### src/rtl/shift_add_multiplier.sv
// Multi-cycle unsigned N x N -> 2N shift-add multiplier, one multiplier bit per cycle.
// Includes the N-bit ripple adder that sums the partial-product high half with the multiplicand.

module rippleAdder #(
    parameter int N = 32
) (
    input  logic [N-1:0] A,
    input  logic [N-1:0] B,
    output logic [N-1:0] S,
    output logic         Cout
);
    logic carry;

    always_comb begin
        S     = '0;
        carry = 1'b0;
        for (int unsigned i = 0; i < unsigned'(N); i++) begin
            S[i]  = A[i] ^ B[i] ^ carry;
            carry = (A[i] & B[i]) | (carry & (A[i] ^ B[i]));
        end
        Cout = carry;
    end
endmodule

module shift_add_multiplier #(
    parameter int N = 32
) (
    input  logic           clk,
    input  logic           rst_n,
    input  logic           Start,
    input  logic [N-1:0]   A,
    input  logic [N-1:0]   B,
    output logic           Busy,
    output logic           Done,
    output logic [2*N-1:0] P
);
    localparam int CW = $clog2(N + 1);

    typedef enum logic [1:0] {
        IDLE,
        RUN,
        DONE
    } state_t;

    state_t        state;
    logic [CW-1:0] count;
    logic [N-1:0]  m;
    logic [N-1:0]  hi;
    logic [N-1:0]  lo;
    logic [N-1:0]  sum;
    logic          cout;

    rippleAdder #(.N(N)) adder_u (
        .A    (hi),
        .B    (lo[0] ? m : '0),
        .S    (sum),
        .Cout (cout)
    );

    assign P = {hi, lo};

    always_ff @(posedge clk) begin
        if (!rst_n) begin
            state <= IDLE;
            Busy  <= 1'b0;
            Done  <= 1'b0;
            count <= '0;
            m     <= '0;
            hi    <= '0;
            lo    <= '0;
        end else begin
            case (state)
                IDLE, DONE: begin
                    Done <= 1'b0;
                    if (Start) begin
                        m     <= A;
                        hi    <= '0;
                        lo    <= B;
                        count <= CW'(N);
                        state <= RUN;
                        Busy  <= 1'b1;
                    end else begin
                        state <= IDLE;
                        Busy  <= 1'b0;
                    end
                end
                RUN: begin
                    // Carry-out becomes the new HI MSB; the consumed multiplier bit falls off LO.
                    {hi, lo} <= {cout, sum, lo[N-1:1]};
                    count    <= count - CW'(1);
                    if (count == CW'(1)) begin
                        state <= DONE;
                        Busy  <= 1'b0;
                        Done  <= 1'b1;
                    end
                end
                default: begin
                    state <= IDLE;
                    Busy  <= 1'b0;
                    Done  <= 1'b0;
                end
            endcase
        end
    end
endmodule
### config.mk
export PLATFORM = sky130hd
export DESIGN_NAME = shift_add_multiplier
export DESIGN_NICKNAME = d
export VERILOG_FILES = /design/src/rtl/shift_add_multiplier.sv
export SDC_FILE = /design/constraint.sdc
export NUM_CORES = 1
export LEC_CHECK = 0
export BUFFER_PORTS_ARGS = -buffer_cell sky130_fd_sc_hd__buf_2
export CAP_MARGIN = 20
export CORE_ASPECT_RATIO = 0.7
export CORE_MARGIN = 3
export CORE_UTILIZATION = 50
export CTS_CLUSTER_SIZE = 12
export DETAILED_ROUTE_END_ITERATION = 10
export PLACE_DENSITY = 0.77
export SLEW_MARGIN = 30
export SYNTH_ARGS = -nofsm -noshare
export SYNTH_HDL_FRONTEND = slang
export SYNTH_HIERARCHICAL = 1
export SYNTH_SLANG_ARGS = --single-unit
### constraint.sdc
create_clock -name clk -period 29.4 [get_ports clk]
set_input_delay 2.94 -clock clk [delete_from_list [all_inputs] [get_ports clk]]
set_output_delay 2.94 -clock clk [all_outputs]
set_load 0.02 [all_outputs]
Yosys cells after proc, flatten, opt, wreduce, memory -nomap -nowiden

Index checks and enable logic that the tools add are counted.

Input port bits: 67
Output and inout bits: 66
Register bits: 106
Logic and storage cells: 189

Reduce and logical (&&, ||, !) cells: 6
$add $sub $neg: 1
Multiplexer cells: 13
Equality and inequality tests: 5
Bitwise logic cells: 157

Operators with widths:

| kind                                                                | number |
|---|---|
| 32-bit case mux with 2 select lines                                 | 2 |
| 32-bit two-way mux                                                  | 3 |
| 1-bit bitwise AND                                                   | 63 |
| 1-bit bitwise XOR                                                   | 63 |
| 1-bit bitwise OR                                                    | 31 |
| 6-bit case mux with 2 select lines                                  | 1 |
| 6-bit by 1-bit == test with 1-bit output (second input constant)    | 1 |
| 6-bit two-way mux                                                   | 1 |
| 2-bit AND reduction                                                 | 3 |
| 6-bit by 1-bit subtractor with 6-bit output (second input constant) | 1 |
| 2-bit != test (second input constant)                               | 2 |
| 2-bit case mux with 2 select lines                                  | 1 |
| 1-bit two-way mux                                                   | 3 |
| 2-bit by 1-bit == test with 1-bit output (second input constant)    | 1 |
| 2-bit == test (second input constant)                               | 1 |
| 2-bit logical NOT                                                   | 1 |
| 2-bit two-way mux                                                   | 1 |
| 1-bit case mux with 2 select lines                                  | 1 |
| 2-bit nonzero test                                                  | 1 |
| 2-bit OR reduction                                                  | 1 |

Depth between registers and ports, before layout

Depth in word-level cells: 65
Gate-level depth with buffers: 39

Modules after synthesis

Netlist, hierarchy kept.

Modules (own cells, without submodules):

| module               | area an instance (um2) | instances | cells each | sequential area each (um2) |
|---|---|---|---|---|
| shift_add_multiplier | 4,181.5                | 1         | 441        | 2,102.0 |
| rippleAdder          | 670.6                  | 1         | 42         | 0.0 |

Worst setup path before layout

Ideal clock, no wire load.

Kind: register to register
Start point: reg lo[0]
End point: reg hi[30]
Path slack: 16.627 ns
Cell stages (with the launch flop): 40
Arrival: 12.714 ns
Path buffers: 1
Data required time: 29.341 ns
Cell sequence: dfxtp_1 > clkbuf_1 > and2_1 > ha_1 > fa_1 > fa_1 > fa_1 > fa_1 > fa_1 > fa_1 > fa_1 > fa_1 > fa_1 > fa_1 > fa_1 > fa_1 > fa_1 > fa_1 > [... 4 more ...] > fa_1 > fa_1 > fa_1 > fa_1 > fa_1 > fa_1 > fa_1 > fa_1 > fa_1 > fa_1 > fa_1 > fa_1 > fa_1 > fa_1 > inv_1 > fa_1 > inv_1 > a22o_1

Longest elaborated chain between the ends: 64
Elaborated cells on any way between the ends: 125
Classes of those cells: mux (2); bitwise (123)

RTL lines:

| what                                                          | line | RTL |
|---|---|---|
| from (decl)                                                   | 49   | `logic [N-1:0] lo;` |
| from (signal assigned)                                        | 89   | `{hi, lo} <= {cout, sum, lo[N-1:1]};` |
| 32-bit two-way mux *                                          | 55   | `.B (lo[0] ? m : '0),` |
| 1-bit bitwise AND / 1-bit bitwise XOR (equally long branches) | 19   | `carry = (A[i] & B[i]) \| (carry & (A[i] ^ B[i]));` |
| 1-bit bitwise AND                                             | 19   |  |
| 1-bit bitwise OR                                              | 19   |  |
| 1-bit bitwise AND                                             | 19   |  |
| 1-bit bitwise OR                                              | 19   |  |
| 1-bit bitwise AND                                             | 19   |  |
| 1-bit bitwise OR                                              | 19   |  |
| [... 49 more ...]                                             | n/a  |  |
| 1-bit bitwise OR                                              | 19   |  |
| 1-bit bitwise AND                                             | 19   |  |
| 1-bit bitwise OR                                              | 19   |  |
| 1-bit bitwise AND                                             | 19   |  |
| 1-bit bitwise OR                                              | 19   |  |
| 1-bit bitwise XOR *                                           | 18   | `S[i] = A[i] ^ B[i] ^ carry;` |
| net sum[31]                                                   | 50   | `logic [N-1:0] sum;` |
| 32-bit case mux with 2 select lines *                         | 72   | `case (state)` |
| to (signal assigned)                                          | 89   |  |
| to (decl)                                                     | 48   | `logic [N-1:0] hi;` |

The timed path passes the listed nets; every way through them passes the cells marked *.
A chain may end at the register's enable or synchronous reset.

Worst setup path after layout

Same ends and word-level chain as after synthesis.

==> results.tsv <==
metric	value	unit
layout cells sized above 1	26.3	%
crit path capture type	flip-flop	
Req. time, crit path	29.69	ns
DP HPWL	7330	microns
Total Power	0.326	mW
Chip Height	88.4	microns
number of remaining DRC errors	0	
maximum vdd drop	0.0000348	V
Port Buffers	132	
via count of the first global-routing pass	3624	
IO Count	133	
Remaining Overflow, GRT	0	
area of the die	10900	sq um
All-Layer GR Usage	20.2	%
critical path peak fanout	34	
PD cells	56.4	nW/um^2
clock transition at the registers of the reported paths	0.07	ns
Placer Congestion	0.767	
sequential area share after synthesis	43.3	%
initial antenna violation count	0	
Slew @ Worst Pin	0.691	ns
hold bufs inserted after CTS	0	
count of yosys warnings during synthesis	6	
met2 Use GR	32.0	%
final WL	10600	microns
unrepaired setup endpoints after global routing	false	
Via density	5.27	
Fin Clk Skew	0.00606	ns
Syn Inst Count	483	
Max clock buf depth	2	
Hold WS	0.447	ns
critical path arrival	13.65	ns
flops & latches, synth	105	
Max Cap Violations	0	
mapped cell area	4850	sq um
Crit path largest cell delay	0.47	ns
area delta synth->final	19.0	%
CP max-delay cell	dfxtp_2	
synthesized area per cell	10.0	sq um
Pre-antenna DRT Iters	4	
Pins Over Slew Limit	0	
met3 Usage GRT	5.43	%
max frequency	74.8	MHz
FP Rows	29	
GR peak layer	met2	
H-tree levels	3	
clock latency on the worst-skew pair	0.35	ns
Tmin final	13.36	ns
total number of vias	3787	
Root Driver	clkbuf_16	
Slew HR	53.9	%
post-cts repair resize count	0	
CTS tree	yes	
Setup crit start kind	flip-flop	
final routed wire length divided by cell count	14.8	microns
Final period util	45.4	%
first-pass GRT wire length	17400	microns
cts bufs inserted	9	
EDFF count, synth	0	
hold crit path type	reg2reg	
area of the core	9250	sq um
Setup Buffers After CTS	0	
DRT antenna net count	0	
Setup TNS Final	0	ns
1st-iter DRT viols	171	
Sink Count	105	
async set-reset flop share out of synthesis	0	%
kind of critical path	reg2reg	
most frequent CP cell	fa_1	
Antenna diodes	0	
Starting Density	52.4	%
Static Leak	2.67	nW
final hold vios	0	
synth unique cells	32	
layout filler cell count	808	
post-synth net total	584	
Synth Flop Type	dfxtp_1	
die width	124	microns
largest net degree at the start of global routing	76	
met1 Use GR	27.5	%
outcome	finished, final reports clean	
Setup violations, final	0	
# nets final	690	
[power breakdown]
group	internal [mW]	switching [mW]	total [mW]
clock	0.0681	0.0497	0.118
sequential	0.151	0.00676	0.158
combinational	0.0187	0.0310	0.0497
[sequential cells by signal, indices dropped and copies added, names as in the netlist]
signal,flops
count,6
m,32
lo,32
Done,1
hi,32
state,2
[cells by family after synthesis]
group | synth area share, %
simple gates | 15.0
compound gates | 21.7
flops | 43.3
buf+inv | 6.01
fa+ha+maj | 13.6
mux | 0.413
[layer usage]
layer	wire (microns)	vias to the layer above
li1	-	1871
met1	4790	1816
met2	5090	89
met3	610	11
met4	124	0
met5	0	-
[path summary, 6_finish.rpt]
| path | startpoint | endpoint | slack [ns] | depth (start not counted) |
|---|---|---|---|---|
| max | lo[0] | hi[30] | 16.04 | 38 |
| max reg2reg | lo[0] | hi[30] | 16.04 | 38 |
| min reg2reg | m[17] | m[17] | 0.45 | 2 |
| min | m[17] | m[17] | 0.45 | 2 |
[critical path: cells and delay by family (launching register included)]
kind,cells,cell delay (ns)
AO/OA/AOI/OAI,1,0.12
adder cells (fa/ha/maj),32,12.25
buffers and inverters,4,0.26
flip-flops,1,0.47
AND/OR/NAND/NOR,1,0.21
[layout by cell type (no fill, tap or decap), drive strengths merged, types with 2 or more instances in the layout]
cell type    n
a21boi      65
a22o        33
a22oi       31
and2        33
and3         2
buf        137
clkbuf      13
clkinv       2
dfxtp      105
fa          31
ha           3
inv         14
mux2i        2
nand2       68
nand2b       4
nand3       34
nor2         2
nor2b        2
[cells in the mapped netlist, types with 8 or more instances]
master | n | share of area [%]
buf_2 | 14 | 1.4
and2_1 | 33 | 4.3
nand2_1 | 68 | 5.3
clkbuf_1 | 17 | 1.3
a22oi_1 | 31 | 4.8
nand3_1 | 34 | 3.5
fa_1 | 31 | 13
inv_1 | 14 | 1.1
buf_6 | 8 | 1.9
dfxtp_1 | 105 | 43
a22o_1 | 33 | 6.0
a21boi_1 | 65 | 10
[final cells by class]
type                       instances  area, sq um  area share (%)
multi-input combinational        322         2470            42.8
sequential                       105         2100            36.4
timing repair buffer             137          698            12.1
clock buffer                      13          250            4.33
tap                              124          155            2.69
inverter                          14         52.6           0.910
clock inverter                     3         40.0           0.694
[per-stage QoR]
step / cell area, sq um / std cells / utilization [%] / worst slack [ns]
after detailed placement: 5480 / 702 / 59.2 / 15.85
final: 5770 / 718 / 62.4 / 16.04
after global routing: 5770 / 718 / 62.4 / 15.67
after floorplan: 4850 / 483 / - / 16.63
after CTS: 5770 / 718 / 62.4 / 15.82
after global placement: 5480 / 702 / 59.2 / 16.17
Note: power is estimated with default switching activity, not from simulation.
